[src/rtl/instr_sequencer.sv]
// rtl/instr_sequencer.sv - instruction fetch/sequence stage ahead of the control decoder
module instr_sequencer #(
    parameter int PC_W = 8,
    parameter int IW   = 16
) (
    input  logic            clk,
    input  logic            reset,
    input  logic            run,
    output logic            imem_req,
    output logic [PC_W-1:0] imem_addr,
    input  logic            imem_valid,
    input  logic [IW-1:0]   imem_data,
    input  logic            branch,
    input  logic            ldpc,
    input  logic [PC_W-1:0] pc_load_val,
    output logic [3:0]      opcode,
    output logic [3:0]      rx_sel,
    output logic [3:0]      ry_sel,
    output logic [PC_W-1:0] imm,
    output logic [1:0]      step,
    output logic            exec,
    output logic            done,
    output logic            busy,
    output logic            halted,
    output logic [PC_W-1:0] pc
);

    typedef enum logic [1:0] {
        S_IDLE,
        S_FETCH,
        S_EXEC,
        S_DONE
    } state_t;

    localparam logic [3:0] OP_ADD  = 4'h2;
    localparam logic [3:0] OP_XOR  = 4'h3;
    localparam logic [3:0] OP_HALT = 4'hF;

    state_t        state;
    state_t        state_nxt;
    logic [IW-1:0] ir;
    logic [1:0]    last_step;

    assign opcode    = ir[IW-1:IW-4];
    assign rx_sel    = ir[IW-5:IW-8];
    assign ry_sel    = ir[IW-9:IW-12];
    assign imm       = ir[PC_W-1:0];

    assign imem_req  = (state == S_FETCH);
    assign imem_addr = pc;
    assign exec      = (state == S_EXEC);
    assign done      = (state == S_DONE);
    assign busy      = (state != S_IDLE);

    // Only the ALU ops need the extra two cycles; everything else is single-step.
    always_comb begin
        last_step = 2'd0;
        if (opcode == OP_ADD || opcode == OP_XOR) begin
            last_step = 2'd2;
        end
    end

    always_ff @(posedge clk) begin
        if (reset) begin
            state <= S_IDLE;
        end else begin
            state <= state_nxt;
        end
    end

    always_comb begin
        state_nxt = state;
        case (state)
            S_IDLE: begin
                if (run && !halted) begin
                    state_nxt = S_FETCH;
                end
            end
            S_FETCH: begin
                if (imem_valid) begin
                    state_nxt = S_EXEC;
                end
            end
            S_EXEC: begin
                if (step == last_step) begin
                    state_nxt = S_DONE;
                end
            end
            S_DONE: begin
                if (opcode == OP_HALT) begin
                    state_nxt = S_IDLE;
                end else if (run) begin
                    state_nxt = S_FETCH;
                end else begin
                    state_nxt = S_IDLE;
                end
            end
            default: state_nxt = S_IDLE;
        endcase
    end

    always_ff @(posedge clk) begin
        if (reset) begin
            pc     <= '0;
            ir     <= '0;
            step   <= 2'd0;
            halted <= 1'b0;
        end else begin
            case (state)
                S_FETCH: begin
                    if (imem_valid) begin
                        ir   <= imem_data;
                        pc   <= pc + PC_W'(1);
                        step <= 2'd0;
                    end
                end
                S_EXEC: begin
                    step <= (step == last_step) ? 2'd0 : step + 2'd1;
                    // ldpc wins over branch when the decoder raises both.
                    if (ldpc) begin
                        pc <= pc_load_val;
                    end else if (branch) begin
                        pc <= imm;
                    end
                end
                S_DONE: begin
                    if (opcode == OP_HALT) begin
                        halted <= 1'b1;
                    end
                end
                default: ;
            endcase
        end
    end

endmodule

[config.mk]
export PLATFORM = sky130hd
export DESIGN_NAME = instr_sequencer
export DESIGN_NICKNAME = d
export VERILOG_FILES = /design/src/rtl/instr_sequencer.sv
export SDC_FILE = /design/constraint.sdc
export NUM_CORES = 1
export LEC_CHECK = 0
export CORE_ASPECT_RATIO = 2
export CORE_MARGIN = 1.5
export CORE_UTILIZATION = 45
export CTS_CLUSTER_DIAMETER = 80
export CTS_CLUSTER_SIZE = 8
export DETAILED_ROUTE_END_ITERATION = 8
export PLACE_DENSITY = 0.84
export SLEW_MARGIN = 5
export SYNTH_ARGS = -nofsm -noshare
export SYNTH_HDL_FRONTEND = slang
export SYNTH_SLANG_ARGS = --single-unit
[constraint.sdc]
create_clock -name clk -period 3 [get_ports clk]
set_input_delay 0.3 -clock clk [delete_from_list [all_inputs] [get_ports clk]]
set_output_delay 0.3 -clock clk [all_outputs]
set_load 0.05 [all_outputs]
==> After elaboration in Yosys (flattened, before gate mapping) <==
Index checks and enable logic that the tools add are counted.
{ "word_totals": {"mem_bits_ro": 0, "elab_cells": 43, "mem_count": 0, "ramBits": 0, "ff_bits": 29, "in_bits": 30, "latch_bits": 0} }
{ "op_classes": {"n_eq_ne": 11, "n_div": 0, "add_sub_neg": 2, "muxes": 14, "multipliers": 0, "order_cmp": 0, "reduce_logical": 11, "bitwise": 0, "shifts": 0} }
{ "ops": {"columns": ["op", "count"], "rows": [
  ["2-to-1 mux 8 bit", 3],
  ["one-hot mux 8 bit (2 select lines)", 1],
  ["2-to-1 mux 2 bit", 6],
  ["adder 8 x 1 -> 8 bit (second input constant)", 1],
  ["== test 4 x 2 -> 1 bit (second input constant)", 2],
  ["one-hot mux 2 bit (4 select lines)", 1],
  ["AND reduction 2 bit", 3],
  ["AND reduction 3 bit", 2],
  ["== test 2 bit (second input constant)", 2],
  ["== test 4 bit (second input constant)", 1],
  ["!= test 2 x 1 -> 1 bit (second input constant)", 2],
  ["one-hot mux 2 bit (2 select lines)", 1],
  ["nonzero test 2 bit", 2],
  ["!= test 3 bit (second input constant)", 1],
  ["adder 2 x 1 -> 2 bit (second input constant)", 1],
  ["== test 2 x 1 -> 1 bit (second input constant)", 1],
  ["== test 2 bit", 1],
  ["logical NOT 2 bit", 1],
  ["2-to-1 mux 1 bit", 2],
  ["!= test 2 bit (second input constant)", 1],
  ["logical AND 1 bit", 1],
  ["logical NOT 1 bit", 1],
  ["logical OR 1 bit", 1]
]} }

==> Depth between registers and ports, before layout <==
{ "depth": {"depth_word": 6, "mapped_depth": 7, "ltp_nobuf": 6} }

==> Least setup slack after synthesis <==
No wires, ideal clock.
{ "synth_path": {"path_kind": "register -> register", "startpoint": "reg state[0]", "endpoint": "reg step[0]", "period_less_slack_ns": 2.038, "setup_time_ns": 0.070, "path_buffers": 1, "arrival_ns": 1.968, "path_slack_ns": 0.962, "stages_incl_launch_ff": 7, "required_time_ns": 2.930, "cell_sequence": "dfxtp_1 > inv_1 > ha_1 > buf_2 > inv_2 > or4_1 > a21oi_1"} }
{ "synth_via": {"elab_chain_cells": 3} }
{ "synth_rtl": {"columns": ["item", "line_no", "source"], "rows": [
  ["start, declared", "39", "state_t state;"],
  ["start signal, assigned", "67", "state <= state_nxt;"],
  ["== test 2 bit (*)", null, null],
  ["named net exec", "21", "output logic exec,"],
  ["nonzero test 2 bit (no source line)", null, null],
  ["AND reduction 2 bit (no source line)", null, null],
  ["end signal, assigned", "118", "step <= (step == last_step) ? 2'd0 : step + 2'd1;"],
  ["end, declared", "20", "output logic [1:0] step,"]
]} }
The timed path passes the listed nets; every way through them passes the cells marked *.
A chain may end at the register's enable or synchronous reset.

==> Worst setup path after layout <==
{ "layout_path": {"startpoint": "reg state[0]", "endpoint": "out exec"} }
{ "layout_via": {"elab_chain_cells": 1} }
{ "layout_rtl": {"columns": ["item", "line_no", "source"], "rows": [
  ["== test 2 bit", "51", "assign exec = (state == S_EXEC);"],
  ["end, declared", "21", null]
]} }
Every way passes these cells.

==> impl_metrics.env <==
export IMPL_crit_buf_inv=3
export IMPL_rows=30
export IMPL_arrival_ns=2.02
export IMPL_dp_cells=299
export IMPL_layoutNonFillerInstCount=307
export IMPL_drc=0
export IMPL_clk_pin_slew_worst_paths_ns=0.06
export IMPL_hp_class="reg -> reg"
export IMPL_power_frac_seq=0.279
export IMPL_hold_depth=2
export IMPL_synthAdderAreaFrac=0.0467
export IMPL_regArea_sq_um=581
export IMPL_place_hpwl_microns=3030
export IMPL_crit_type="reg -> out"
export IMPL_synth_compound_area_frac=0.211
export IMPL_gp_congestion=0.902
export IMPL_cts_hold_buf=0
export IMPL_crit_path_max_fanout=22
export IMPL_muxShareOfSynthArea=0.0724
export IMPL_cts_tree="built"
export IMPL_ant_nets=0
export IMPL_max_clock_freq_ghz=0.431
export IMPL_initial_utilization=0.471
export IMPL_switching_power_mw=0.850
export IMPL_synth_top_family_by_area="compound AO/OA/AOI/OAI gates"
export IMPL_firstDrtPassIters=6
export IMPL_ios=73
export IMPL_min_to="ir[11]"
export IMPL_synth_simple_area_share=0.210
export IMPL_vdd_drop_max_mv=0.528
export IMPL_fin_area_sq_mm=0.00236
export IMPL_crit_path_start_kind="register"
export IMPL_yosysWarnings=0
export IMPL_synth_nets=233
export IMPL_core_sq_mm=0.00342
export IMPL_synth_async_reset_ratio=0
export IMPL_dpl_cell_area_sq_mm=0.00228
export IMPL_synthCells=197
export IMPL_die_h_microns=87.5
export IMPL_nFillCells=310
export IMPL_ys_seq_area_frac=0.361
export IMPL_power_leakage_nw=0.830
export IMPL_wl_per_cell_microns=12.8
export IMPL_drtIter0Drc=27
export IMPL_synth_xor_area_frac=0.00545
export IMPL_syn_area_sq_mm=0.00161
export IMPL_grt_max_degree=23
export IMPL_clock_skew_ns=0.00267
export IMPL_port_buffers=72
export IMPL_timing_final_crit_share=0.774
export IMPL_drive_above_1_share=0.0695
export IMPL_cts_buffers=5
export IMPL_synth_edf_count=0
export IMPL_maxCapViolations=0
export IMPL_critPathTopFamily="buffers and inverters"
export IMPL_rrSetupSlack_ns=1.05
export IMPL_clk_path_buf_depth=2
export IMPL_ys_types=45
export IMPL_drv_slew=0
export IMPL_fin_tns_setup_ns=0
export IMPL_cts_resized=0
export IMPL_finalSetupViolCount=0
export IMPL_root_buffer="clkbuf_8"
export IMPL_nets=294
export IMPL_antennaDiodeCount=0
export IMPL_die_x_microns=45.3
export IMPL_hold_violations=0
export IMPL_power_switching_share=0.466
export IMPL_power_frac_comb=0.552
export IMPL_wl_microns=3920
export IMPL_synthFlopType="dfxtp_1"
export IMPL_hp_start="ir[11]"
export IMPL_clkPwrFrac=0.169
export IMPL_antenna_found_initial=0
export IMPL_clkLatencyLatePin_ns=0.28
export IMPL_mostFrequentLayoutCell="clkdlybuf4s50_1"
export IMPL_grt_pass1_vias=1459
export IMPL_cp_cell_sequence="inv_1 -> ha_1 -> buf_4 -> clkdlybuf4s50_1"
export IMPL_area_delta_synth_final_pct=47.0
export IMPL_avgSynthCellArea_sq_um=8.16
export IMPL_finish_utilization=0.692
export IMPL_fin_crit_ns=2.32
export IMPL_p_int_mw=0.972
export IMPL_worstRegToRegCells=7
export IMPL_cts_sinks=29
export IMPL_track_usage=0.218
export IMPL_post_cts_buffers=0
export IMPL_overflow=0
export IMPL_reg2reg_from="state[0]"
export IMPL_dp_slack_ns=0.986
export IMPL_powerDensity_mw_per_mm2=771
export IMPL_vias_per_cell=5.17
export IMPL_multi_input_area_sq_um=877
export IMPL_grt_setup_unrepaired="false"
export IMPL_cp_required_ns=2.70
export IMPL_hold_ws_ns=0.456
export IMPL_grt_pass1_wl_microns=6400
export IMPL_final_cell_mix="clkdlybuf4s50_1, nand2_1, dfxtp_1"
export IMPL_r2r_end="imem_addr[4]"
export IMPL_vias=1587
export IMPL_h_tree_depth=2
export IMPL_critPathMaxStageDelay_ns=0.85
export IMPL_tightest_slew_ns=0.576
export IMPL_dieArea_sq_mm=0.00396
export IMPL_layout_setup_ws_ns=0.677
export IMPL_status="complete, no violations"
export IMPL_end_kind="output port"
export IMPL_maxSlewHeadroom=0.616
export IMPL_crit_slowest_cell="clkdlybuf4s50_1"
export IMPL_p_total_mw=1.82
export IMPL_yosys_register_bits=29
==> sequential cells by signal, summed over array words and instances, names as in the netlist <==
register	flops
ir	16
imem_addr	8
state	2
step	2
halted	1
==> synth_stat cells, drive strengths merged (2+ instances only) <==
cell / count / area (sq um)
o21ai: 6 / 30.0
dfxtp: 29 / 581
a31oi: 2 / 12.5
a221oi: 2 / 41.3
and3: 2 / 12.5
nor3: 2 / 10.0
a21oi: 25 / 125
buf: 15 / 105
nand2b: 5 / 31.3
mux2i: 9 / 90.1
clkbuf: 6 / 22.5
o211ai: 2 / 15.0
inv: 6 / 22.5
nand2: 42 / 158
nand3: 3 / 15.0
ha: 6 / 75.1
mux2: 2 / 26.3
nor2: 10 / 37.5
nor3b: 2 / 26.3
==> how the worst max path moves through the flow <==
stage / start / to / slack, ns / depth (start not counted)
6_report: state[0] / exec / 0.68 / 4
5_1_grt: state[0] / exec / 0.60 / 4
4_1_cts: state[0] / exec / 0.67 / 4
3_5_place_dp: state[0] / exec / 0.99 / 4
3_3_place_gp: state[0] / exec / 1.01 / 4
2_1_floorplan: state[0] / step[0] / 0.96 / 6
==> layout make-up <==
| type | count | area share |
|---|---|---|
| sequential | 29 | 0.246 |
| multi-input combinational | 141 | 0.371 |
| timing repair buffer | 75 | 0.314 |
| inverter | 6 | 0.00953 |
| clock buffer | 8 | 0.0339 |
| tap | 48 | 0.0254 |
==> worst register-to-register path: cells and delay by family (launching register included) <==
family / cells / cell delay, ns
AOI/OAI and AO/OA: 3 / 0.66
adders and majority gates: 1 / 0.21
buffers and inverters: 2 / 0.32
DFF: 1 / 0.35
muxes: 1 / 0.30
==> power groups by stage <==
stage	Clock, mW	Combinational (mW)	Sequential (mW)
6_report	0.308	1.01	0.508
5_1_grt	0.336	1.07	0.520
4_1_cts	0.316	1.01	0.509
3_5_place_dp	0	1.00	0.518
3_3_place_gp	0	0.992	0.515
2_1_floorplan	0	0.591	0.665
==> cell families (layout without fill, tap and decap cells) <==
kind of cell / after synthesis / in the layout
simple gates: 73 / 73
xor+xnor: 1 / 1
flops: 29 / 29
mux: 11 / 11
buf+inv: 27 / 89
compound gates: 50 / 50
fa+ha+maj: 6 / 6
==> layer usage <==
layer,vias to the layer above,track usage,wire length (microns)
met5,-,0,0
met4,0,0.123,121
met3,13,0.0454,172
met2,59,0.371,2140
met1,726,0.239,1480
li1,789,-,-
Power figures use the tool's default switching activity.
